$ cat config.mk
export PLATFORM = sky130hd
export DESIGN_NAME = pmu_change_sequencer_flat
export DESIGN_NICKNAME = d
export VERILOG_FILES = /design/src/rtl/pmu_change_sequencer_if.sv /design/src/rtl/pmu_change_sequencer.sv /design/src/flat_wrapper.sv
export SDC_FILE = /design/constraint.sdc
export NUM_CORES = 1
export LEC_CHECK = 0
export CORE_MARGIN = 4
export CORE_UTILIZATION = 40
export DETAILED_ROUTE_END_ITERATION = 7
export PLACE_DENSITY_LB_ADDON = 0.05
export SYNTH_ARGS = -nofsm -noshare
export SYNTH_HDL_FRONTEND = slang
export SYNTH_SLANG_ARGS = --single-unit
$ cat constraint.sdc
create_clock -name clk -period 2.2 [get_ports clk]
set_input_delay 0.22 -clock clk [delete_from_list [all_inputs] [get_ports clk]]
set_output_delay 0.22 -clock clk [all_outputs]
set_load 0.1 [all_outputs]
$ cat src/rtl/pmu_change_sequencer_if.sv
// rtl/pmu_change_sequencer_if.sv - request byte channel and change strobe channel of the sequencer
interface pmu_change_sequencer_if;
  logic       req_valid;
  logic [7:0] req_data;
  logic       req_ready;
  logic       change;
  logic [7:0] change_vector;

  modport master (output req_valid, req_data, input req_ready, change, change_vector);
  modport slave  (input req_valid, req_data, output req_ready, change, change_vector);
endinterface

$ cat src/rtl/pmu_change_sequencer.sv
// rtl/pmu_change_sequencer.sv - power-manager change initiator: request FIFO, guarded issue, auto-sleep and restore
module pmu_change_sequencer #(
  parameter int          FIFO_DEPTH   = 4,
  parameter int          GUARD_CYCLES = 16,
  parameter logic [23:0] IDLE_TIMEOUT = 24'd12000000,
  parameter logic [2:0]  SLEEP_CODE   = 3'd2
) (
  input  logic                  clk,
  input  logic                  reset_n,
  pmu_change_sequencer_if.slave bus,
  input  logic                  activity,
  input  logic                  wake,
  output logic [2:0]            clk1_sel,
  output logic [2:0]            clk2_sel,
  output logic [2:0]            clk3_sel,
  output logic                  sleeping,
  output logic                  busy,
  output logic                  req_err
);
  localparam int              PW         = $clog2(FIFO_DEPTH);
  localparam int              GW         = $clog2(GUARD_CYCLES + 1);
  localparam logic [PW:0]     FULL_COUNT = (PW + 1)'(FIFO_DEPTH);
  localparam logic [GW-1:0]   RG_LOAD    = GW'(GUARD_CYCLES);
  // The IDLE pop cycle is itself a settle cycle, so a normal issue guards one cycle less.
  localparam logic [GW-1:0]   G_LOAD     = GW'(GUARD_CYCLES - 1);

  typedef enum logic [2:0] {
    S_IDLE, S_ISSUE, S_GUARD, S_SLEEP_ISSUE, S_SLEEP, S_RESTORE, S_RGUARD
  } state_t;

  state_t          r_state, w_next;
  logic [7:0]      r_mem [FIFO_DEPTH];
  logic [PW-1:0]   r_wr_ptr, r_rd_ptr;
  logic [PW:0]     r_count;
  logic [7:0]      r_cur, r_vec;
  logic [2:0]      r_clk1, r_clk2, r_clk3;
  logic [8:0]      r_save;
  logic [1:0]      r_idx;
  logic [GW-1:0]   r_guard;
  logic [23:0]     r_idle;

  logic            w_push, w_pop, w_empty, w_cur_ok, w_change, w_err, w_idx_inc;
  logic [7:0]      w_vec;
  logic [2:0]      w_rcode, w_rmask;

  assign w_empty  = (r_count == '0);
  assign w_push   = bus.req_valid && bus.req_ready;
  assign w_cur_ok = (r_cur[2:0] <= 3'd4) && (r_cur[7:5] != 3'b000);
  assign w_rmask  = 3'b100 >> r_idx;

  always_comb begin
    w_next    = r_state;
    w_pop     = 1'b0;
    w_change  = 1'b0;
    w_err     = 1'b0;
    w_vec     = r_vec;
    w_idx_inc = 1'b0;
    case (r_idx)
      2'd0:    w_rcode = r_save[8:6];
      2'd1:    w_rcode = r_save[5:3];
      default: w_rcode = r_save[2:0];
    endcase
    case (r_state)
      S_IDLE: begin
        if (!w_empty) begin
          w_pop  = 1'b1;
          w_next = S_ISSUE;
        end else if (IDLE_TIMEOUT != 24'd0 && r_idle == IDLE_TIMEOUT - 24'd1) begin
          w_next = S_SLEEP_ISSUE;
        end
      end
      S_ISSUE: begin
        if (w_cur_ok) begin
          w_change = 1'b1;
          w_vec    = {r_cur[7:5], 2'b00, r_cur[2:0]};
          w_next   = (GUARD_CYCLES > 1) ? S_GUARD : S_IDLE;
        end else begin
          w_err  = 1'b1;
          w_next = S_IDLE;
        end
      end
      S_GUARD: if (r_guard <= GW'(1)) w_next = S_IDLE;
      S_SLEEP_ISSUE: begin
        w_change = 1'b1;
        w_vec    = {3'b111, 2'b00, SLEEP_CODE};
        w_next   = S_SLEEP;
      end
      S_SLEEP: if (wake || activity || !w_empty) w_next = S_RESTORE;
      S_RESTORE: begin
        if (w_rcode == SLEEP_CODE) begin
          if (r_idx == 2'd2) w_next = S_IDLE;
          else               w_idx_inc = 1'b1;
        end else begin
          w_change = 1'b1;
          w_vec    = {w_rmask, 2'b00, w_rcode};
          w_next   = S_RGUARD;
        end
      end
      S_RGUARD: begin
        if (r_guard <= GW'(1)) begin
          if (r_idx == 2'd2) begin
            w_next = S_IDLE;
          end else begin
            w_idx_inc = 1'b1;
            w_next    = S_RESTORE;
          end
        end
      end
      default: w_next = S_IDLE;
    endcase
  end

  always_ff @(posedge clk or negedge reset_n) begin
    if (!reset_n) r_state <= S_IDLE;
    else          r_state <= w_next;
  end

  always_ff @(posedge clk) begin
    if (w_push) r_mem[r_wr_ptr] <= bus.req_data;
  end

  always_ff @(posedge clk or negedge reset_n) begin
    if (!reset_n) begin
      r_wr_ptr <= '0;
      r_rd_ptr <= '0;
      r_count  <= '0;
      r_cur    <= '0;
      r_vec    <= '0;
      r_clk1   <= 3'd4;
      r_clk2   <= 3'd3;
      r_clk3   <= 3'd0;
      r_save   <= '0;
      r_idx    <= '0;
      r_guard  <= '0;
      r_idle   <= '0;
    end else begin
      if (w_push) r_wr_ptr <= r_wr_ptr + 1'b1;
      if (w_pop) begin
        r_rd_ptr <= r_rd_ptr + 1'b1;
        r_cur    <= r_mem[r_rd_ptr];
      end
      if (w_push && !w_pop)      r_count <= r_count + 1'b1;
      else if (!w_push && w_pop) r_count <= r_count - 1'b1;
      if (w_change) r_vec <= w_vec;

      if (r_state == S_ISSUE && w_change) begin
        if (r_cur[7]) r_clk1 <= r_cur[2:0];
        if (r_cur[6]) r_clk2 <= r_cur[2:0];
        if (r_cur[5]) r_clk3 <= r_cur[2:0];
      end else if (r_state == S_SLEEP_ISSUE) begin
        r_save <= {r_clk1, r_clk2, r_clk3};
        r_clk1 <= SLEEP_CODE;
        r_clk2 <= SLEEP_CODE;
        r_clk3 <= SLEEP_CODE;
      end else if (r_state == S_RESTORE && w_change) begin
        if (w_rmask[2]) r_clk1 <= w_rcode;
        if (w_rmask[1]) r_clk2 <= w_rcode;
        if (w_rmask[0]) r_clk3 <= w_rcode;
      end

      if (r_state == S_ISSUE)        r_guard <= G_LOAD;
      else if (r_state == S_RESTORE) r_guard <= RG_LOAD;
      else if (r_guard != '0)        r_guard <= r_guard - 1'b1;

      if (r_state == S_SLEEP) r_idx <= '0;
      else if (w_idx_inc)     r_idx <= r_idx + 1'b1;

      if (activity || wake || w_push || w_change)
        r_idle <= '0;
      else if (r_state == S_IDLE && w_empty && r_idle != '1)
        r_idle <= r_idle + 1'b1;
    end
  end

  assign bus.req_ready     = (r_count != FULL_COUNT);
  assign bus.change        = w_change;
  assign bus.change_vector = w_vec;
  assign clk1_sel          = r_clk1;
  assign clk2_sel          = r_clk2;
  assign clk3_sel          = r_clk3;
  assign sleeping          = (r_state == S_SLEEP);
  assign busy              = (r_state != S_IDLE) || !w_empty;
  assign req_err           = w_err;
endmodule

$ cat src/flat_wrapper.sv
// flat-port wrapper written by rule: the top's interface ports become plain ports
module pmu_change_sequencer_flat 
#(
  parameter int          FIFO_DEPTH   = 4,
  parameter int          GUARD_CYCLES = 16,
  parameter logic [23:0] IDLE_TIMEOUT = 24'd12000000,
  parameter logic [2:0]  SLEEP_CODE   = 3'd2
)
  (clk, reset_n, activity, wake, clk1_sel, clk2_sel, clk3_sel, sleeping, busy, req_err, bus_req_valid, bus_req_data, bus_req_ready, bus_change, bus_change_vector);
  pmu_change_sequencer_if bus_i ();
  input  logic clk;
  input  logic reset_n;
  input  logic activity;
  input  logic wake;
  output logic [2:0] clk1_sel;
  output logic [2:0] clk2_sel;
  output logic [2:0] clk3_sel;
  output logic sleeping;
  output logic busy;
  output logic req_err;
  input wire logic [$bits(bus_i.req_valid)-1:0] bus_req_valid;
  input wire logic [$bits(bus_i.req_data)-1:0] bus_req_data;
  output wire logic [$bits(bus_i.req_ready)-1:0] bus_req_ready;
  output wire logic [$bits(bus_i.change)-1:0] bus_change;
  output wire logic [$bits(bus_i.change_vector)-1:0] bus_change_vector;
  assign bus_i.req_valid = bus_req_valid;
  assign bus_i.req_data = bus_req_data;
  assign bus_req_ready = bus_i.req_ready;
  assign bus_change = bus_i.change;
  assign bus_change_vector = bus_i.change_vector;
  pmu_change_sequencer #(.FIFO_DEPTH(FIFO_DEPTH), .GUARD_CYCLES(GUARD_CYCLES), .IDLE_TIMEOUT(IDLE_TIMEOUT), .SLEEP_CODE(SLEEP_CODE)) u_core (.clk(clk), .reset_n(reset_n), .bus(bus_i), .activity(activity), .wake(wake), .clk1_sel(clk1_sel), .clk2_sel(clk2_sel), .clk3_sel(clk3_sel), .sleeping(sleeping), .busy(busy), .req_err(req_err));
endmodule
==> run summary, run 1 <==
max-cap viol count - 0
clock latency at the later pin of the worst-skew pair - 0.34 ns
vias - 3,499
FFs w/ async S/R, synth - 0.7526
Ant. Diodes - 0
Worst Clk Skew - 0.009659 ns
synthesized net count - 453
H-tree Lvls - 3
Detailed Routing Iterations Pass 1 - 4
Final Max Slew Viols - 0
Sink Count - 97
DRT antenna net count - 0
CP delay by family, top - simple AND/OR/NAND/NOR gates
clock-pin slew on the worst setup and hold paths - 0.06 ns
initial antenna violation count - 0
Worst Slack Setup Final - -0.5620 ns
Placed Area - 5743 sq um
GR Util met1 - 0.2367
WL final - 10,580 um
Min-Delay Path Class - input pin to asynchronous set/reset pin
sequential cell area fraction in the yosys report - 0.5369
CORE AREA - 11,520 sq um
Netlist cell types - 56
total power - 0.009597 W
Least-Margin Pin Slew - 0.4995 ns
Max VDD drop - 0.9994 mV
WL/cell - 16.00 um
final number of setup-violating endpoints - 41
worst relative slew slack - 0.6658
achievable clock frequency - 0.3621 GHz
1st-iter DRT viols - 138
CP bufs+invs - 2
flops & latches, synth - 97
cts bufs inserted - 9
fin crit period - 2.762 ns
fraction of layout cells with a size suffix above 1 - 0.3320
critical path's largest stage delay - 0.44 ns
crit path cell chain - ha_4 > or3b_4 > a221oi_4 > buf_4 > and3_4 > or2_4 > and2_4 > buf_12
Die X - 117.0 um
pin count of the biggest net entering global routing - 74
Die Y - 117.0 um
fin util - 0.5518
Post-Syn Area - 4752 sq um
syn avg cell area - 11.13 sq um
DRC Markers - 0
routability congestion estimate - 0.8288
endpoints failing hold - 0
global-route wire length before repair - 17,960 um
Final Instance Area - 6355 sq um
unrepaired setup endpoints after global routing - yes
CP Max Fanout - 6
Filler Cells Inserted - 1,016
critical path arrival - 2.54 ns
vias in the first global route - 3,481
Lkg Pwr - 2.573 nW
Critical Path End Type - output pin
Yosys warning total - 0
synth-to-layout area growth - 33.73%
GRT busiest layer - met2
Power Density - 1510 nW/um^2
IO Port Bufs - 32
CP Launch Type - flop
final net count - 539
Setup Slack @ Placement - -0.2399 ns
met2 GRT Util - 0.2632
gate count after technology mapping - 427
row count - 39
GR Layer Usage met3 - 0.03907
status - complete, but fails checks
placed wire-length estimate - 7539 um
failing checks - negative setup slack
root buf cell - clkbuf_16
GR Util All Layers - 0.1702
die area - 13,690 sq um
fin crit share - 1.255
CP Class - flop to output pin
CTS max path bufs - 2
Crit path required time - 1.98 ns
CTS tree - yes
Vias/cell - 5.293
Congestion Overflow GR - 0
number of synthesized flops with an enable pin - 24
Crit-path slowest cell - dfrtp_2
Synth Flop Type - dfrtp_1
initial core utilization - 0.4126
I/O pins - 35
-- layer usage --
layer	wire, um	part of all wire
met5	0	0
met3	303	0.029
met4	221	0.021
met1	4983	0.47
met2	5067	0.48
-- worst reg2reg max path, delay by kind of cell, from the launching register on --
kind,cells,cell delay [ns]
mux,1,0.29
fa+ha+maj,1,0.19
simple gates,1,0.41
buf+inv,2,0.27
flops,1,0.44
compound gates,3,0.79
-- flip-flops by register name, indices dropped and copies added (netlist names) --
name and count:
u_core.r_idle 24, u_core.r_mem 24, u_core.r_save 9, u_core.r_vec 8, u_core.r_cur 6, u_core.r_guard 5, u_core.clk1_sel 3, u_core.clk2_sel 3
u_core.clk3_sel 3, u_core.r_count 3, u_core.r_state 3, u_core.r_idx 2, u_core.r_rd_ptr 2, u_core.r_wr_ptr 2
-- cells in the mapped netlist, drive strengths merged (2+ instances only) --
cell type	number	area share
nor4	10	0.014
dfstp	3	0.017
or2	2	0.0026
o21ai	10	0.011
a221o	3	0.0063
and3	5	0.0066
mux2i	2	0.0042
xnor2	27	0.050
clkbuf	11	0.0087
o21a	2	0.0032
dfrtp	70	0.37
o221ai	2	0.0037
nor3	12	0.016
xor2	2	0.0037
a21oi	17	0.019
ha	12	0.032
mux2	16	0.038
mux4	6	0.028
and2	11	0.014
or3	2	0.0026
nand3	18	0.019
edfxtp	24	0.15
nand2	51	0.040
a221oi	2	0.0074
and4	6	0.011
nor2b	3	0.0039
nor3b	2	0.0032
nor2	35	0.028
a22o	2	0.0037
nand4	8	0.011
buf	3	0.0029
o31ai	4	0.0063
nand3b	2	0.0032
a211oi	8	0.013
a21o	9	0.014
inv	14	0.011
-- final timing paths --
| path | start | endpoint | slack [ns] | cells after the start |
|---|---|---|---|---|
| max | u_core.r_idx[0] | bus_change_vector[4] | -0.56 | 8 |
| min | reset_n | u_core.r_guard[3] | 0.45 | 3 |
| max reg2reg | u_core.r_idx[0] | u_core.clk1_sel[1] | -0.30 | 8 |
| min reg2reg | u_core.r_save[6] | u_core.r_save[6] | 0.49 | 2 |
| max in group asynchronous | reset_n | u_core.clk1_sel[2] | 1.41 | 3 |
| min in group clk | u_core.r_save[6] | u_core.r_save[6] | 0.49 | 2 |
-- layout by cell type, fill, tap and decap left out, types with 5 or more instances in the layout --
cell	netlist	layout
nor2_1	35	14
nand2_1	51	50
clkdlybuf4s50_1	0	9
clkbuf_16	0	9
and4_1	6	6
mux2_2	7	7
nor3_1	10	8
nand3_1	18	18
dfrtp_1	70	69
inv_1	12	10
mux2_4	0	9
edfxtp_1	24	24
mux4_2	6	6
nor4_1	9	8
nor2_4	0	11
nor2_2	0	10
buf_6	0	9
ha_1	12	10
buf_4	0	54
a21o_1	9	5
buf_12	0	13
and2_1	11	9
nand4_1	8	8
o21ai_0	7	7
a211oi_1	8	8
xnor2_1	27	27
a21oi_1	16	13
-- what timing repair did --
action / CTS / global route
gates cloned: 3 / 0
hold buffers: 1 / 0
resized for setup: 27 / 45
setup endpoints to repair: 43 / 52
pin swaps: 18 / 9
endpoints found under the hold margin: 70 / 0
buffers inserted: 6 / 7
-- where the power goes --
| part | switching [W] | internal [W] | leakage, nW | total, W |
|---|---|---|---|---|
| Combinational | 0.00310 | 0.00230 | 1.29 | 0.00540 |
| Clock | 0.000621 | 0.000764 | 0.124 | 0.00138 |
| Sequential | 0.000435 | 0.00237 | 1.16 | 0.00281 |
| Total | 0.00416 | 0.00544 | 2.57 | 0.00960 |
-- cell type report --
type                            instances  area [sq um]  share of cell area
Multi-Input combinational cell        303          2414              0.3798
Clock inverter                          3         17.52            0.002756
Inverter                               14         55.05            0.008663
Tap cell                              143         178.9             0.02816
Clock buffer                           13         240.2             0.03780
Timing Repair Buffer                   88         897.1              0.1412
Sequential cell                        97          2552              0.4017
-- metrics by stage --
stage               setup TNS, ns  cells  hold slack [ns]
finish                     -7.094    661           0.4450
global route               -11.28    661           0.4664
CTS                        -8.750    658           0.4564
detailed placement         -4.289    632           0.2686
global placement           -2.613    632           0.2670
floorplan                  -1.756    427         -0.07559
-- kinds of logic (layout without fill, tap and decap cells) --
| kind of cell | count (synthesis) | count (layout) | share of synthesized area |
|---|---|---|---|
| buffers and inverters | 28 | 118 | 0.02264 |
| AO/OA/AOI/OAI | 66 | 66 | 0.09953 |
| XOR/XNOR | 29 | 29 | 0.05345 |
| flip-flops | 97 | 97 | 0.5369 |
| adder cells (fa/ha/maj) | 13 | 13 | 0.03581 |
| multiplexers | 24 | 24 | 0.07057 |
| AND/OR/NAND/NOR | 170 | 171 | 0.1811 |
Note: power is estimated with default switching activity, not from simulation.
==> run 2, diff against run 1 <==
- CORE_ASPECT_RATIO: unset -> 1.5
- REMOVE_ABC_BUFFERS: unset -> 1
==> run summary, run 2 (synthesized netlist as in run 1, its figures left out) <==
commonest non-fill, non-tap cell in the layout - dfrtp_1
final net count - 539
Max VDD drop - 0.8652 mV
GRT busiest layer - met2
WL final - 11,290 um
GR Util All Layers - 0.1722
Congestion Overflow GR - 0
Critical Path End Type - output pin
routability congestion estimate - 0.8287
cts bufs inserted - 9
pin count of the biggest net entering global routing - 39
fin crit period - 2.814 ns
Min-Delay Path Class - input pin to asynchronous set/reset pin
total power - 0.009693 W
Largest regs - u_core.r_idle x24, u_core.r_mem x24, u_core.r_save x9
r2r setup slk - -0.33 ns
DRT antenna net count - 0
CP Max Fanout - 4
failing checks - negative setup slack
Worst Slack Setup Final - -0.6144 ns
Final Max Slew Viols - 0
GR Layer Usage met3 - 0.03099
met2 GRT Util - 0.3140
global-route wire length before repair - 18,800 um
CORE AREA - 11,590 sq um
setup TNS - -7.762 ns
Power Density - 1557 nW/um^2
worst relative slew slack - 0.4791
Sink Count - 97
Vias/cell - 5.314
unrepaired setup endpoints after global routing - yes
Setup Slack @ Placement - -0.3184 ns
GR Util met1 - 0.2044
Lkg Pwr - 2.603 nW
1st-iter DRT viols - 155
final number of setup-violating endpoints - 22
critical path arrival - 2.59 ns
Die Y - 141.5 um
clock latency at the later pin of the worst-skew pair - 0.34 ns
DRC Markers - 0
fraction of layout cells with a size suffix above 1 - 0.2819
vias in the first global route - 3,691
Worst Clk Skew - 0.007294 ns
H-tree Lvls - 3
placed wire-length estimate - 7946 um
row count - 48
CTS tree - yes
root buf cell - clkbuf_16
vias - 3,550
Crit path required time - 1.98 ns
I/O pins - 35
initial antenna violation count - 0
Least-Margin Pin Slew - 0.7784 ns
achievable clock frequency - 0.3553 GHz
synth-to-layout area growth - 30.99%
WL/cell - 16.91 um
endpoints failing hold - 0
initial core utilization - 0.4100
Detailed Routing Iterations Pass 1 - 4
most frequent cells in the layout - dfrtp_1, buf_4, nand2_1
status - complete, but fails checks
CP Launch Type - flop
fin util - 0.5370
die area - 13,720 sq um
clock-pin slew on the worst setup and hold paths - 0.07 ns
max-cap viol count - 0
CP Class - flop to output pin
CTS max path bufs - 2
Die X - 97.00 um
fin crit share - 1.279
Ant. Diodes - 0
IO Port Bufs - 32
run 2: changes by cell type in the layout (fill, tap and decap cells not counted), sizes merged:
cell,before,now
inv,14,17
clkbuf,13,10
bufinv,0,1
clkinvlp,1,0
run 2: worst paths after layout:
path                                      start                    to  cells after the start
worst max-delay path            u_core.r_idx[0]  bus_change_vector[7]                      8
worst min-delay path                    reset_n     u_core.r_guard[0]                      2
worst max register to register  u_core.r_idx[0]    u_core.clk1_sel[1]                      9
worst min register to register  u_core.r_vec[4]       u_core.r_vec[4]                      1
max in group asynchronous               reset_n    u_core.clk1_sel[2]                      3
min in group clk                u_core.r_vec[4]       u_core.r_vec[4]                      1
run 2: final cells by class:
cell class | count | area [sq um]
repair buffers | 88 | 879.6
flip-flops and latches | 97 | 2554
well taps | 150 | 187.7
inverters | 14 | 52.55
fillers | 1031 | 5366
multi-input cells | 303 | 2247
clock inverters | 6 | 75.07
clock buffers | 10 | 229.0
run 2: power by group:
part           switching, W  internal, W  leakage [nW]
registers          0.000490      0.00237          1.16
clock network      0.000717     0.000903         0.151
logic               0.00304      0.00216          1.29
run 2: through the flow:
stage / hold WS [ns] / instance area, sq um / instances
floorplan: -0.07559 / 4697 / 413
global placement: 0.2201 / 5615 / 634
detailed placement: 0.2291 / 5615 / 634
CTS: 0.3971 / 6093 / 664
global route: 0.4216 / 6225 / 668
finish: 0.3786 / 6225 / 668
run 2: worst max-delay path, stage by stage (launching register included):
cell and delay [ns]:
dfrtp_1 0.39, inv_2 0.07, ha_4 0.16, or3b_4 0.41, a221oi_4 0.35, a21oi_4 0.12, a221o_1 0.38, a21o_1 0.20
buf_12 0.17
run 2: what timing repair did:
action	CTS	global route
endpoints found under the setup margin	22	33
hold buffers	1	0
endpoints found under the hold margin	35	0
cloned	1	0
pin swaps	13	9
resized for setup	21	21
buffers inserted	12	7
run 2: per-layer routing:
| metal | wire length, um | share of wire |
|---|---|---|
| met3 | 254 | 0.022 |
| met5 | 0 | 0 |
| met2 | 6098 | 0.54 |
| met4 | 182 | 0.016 |
| met1 | 4758 | 0.42 |
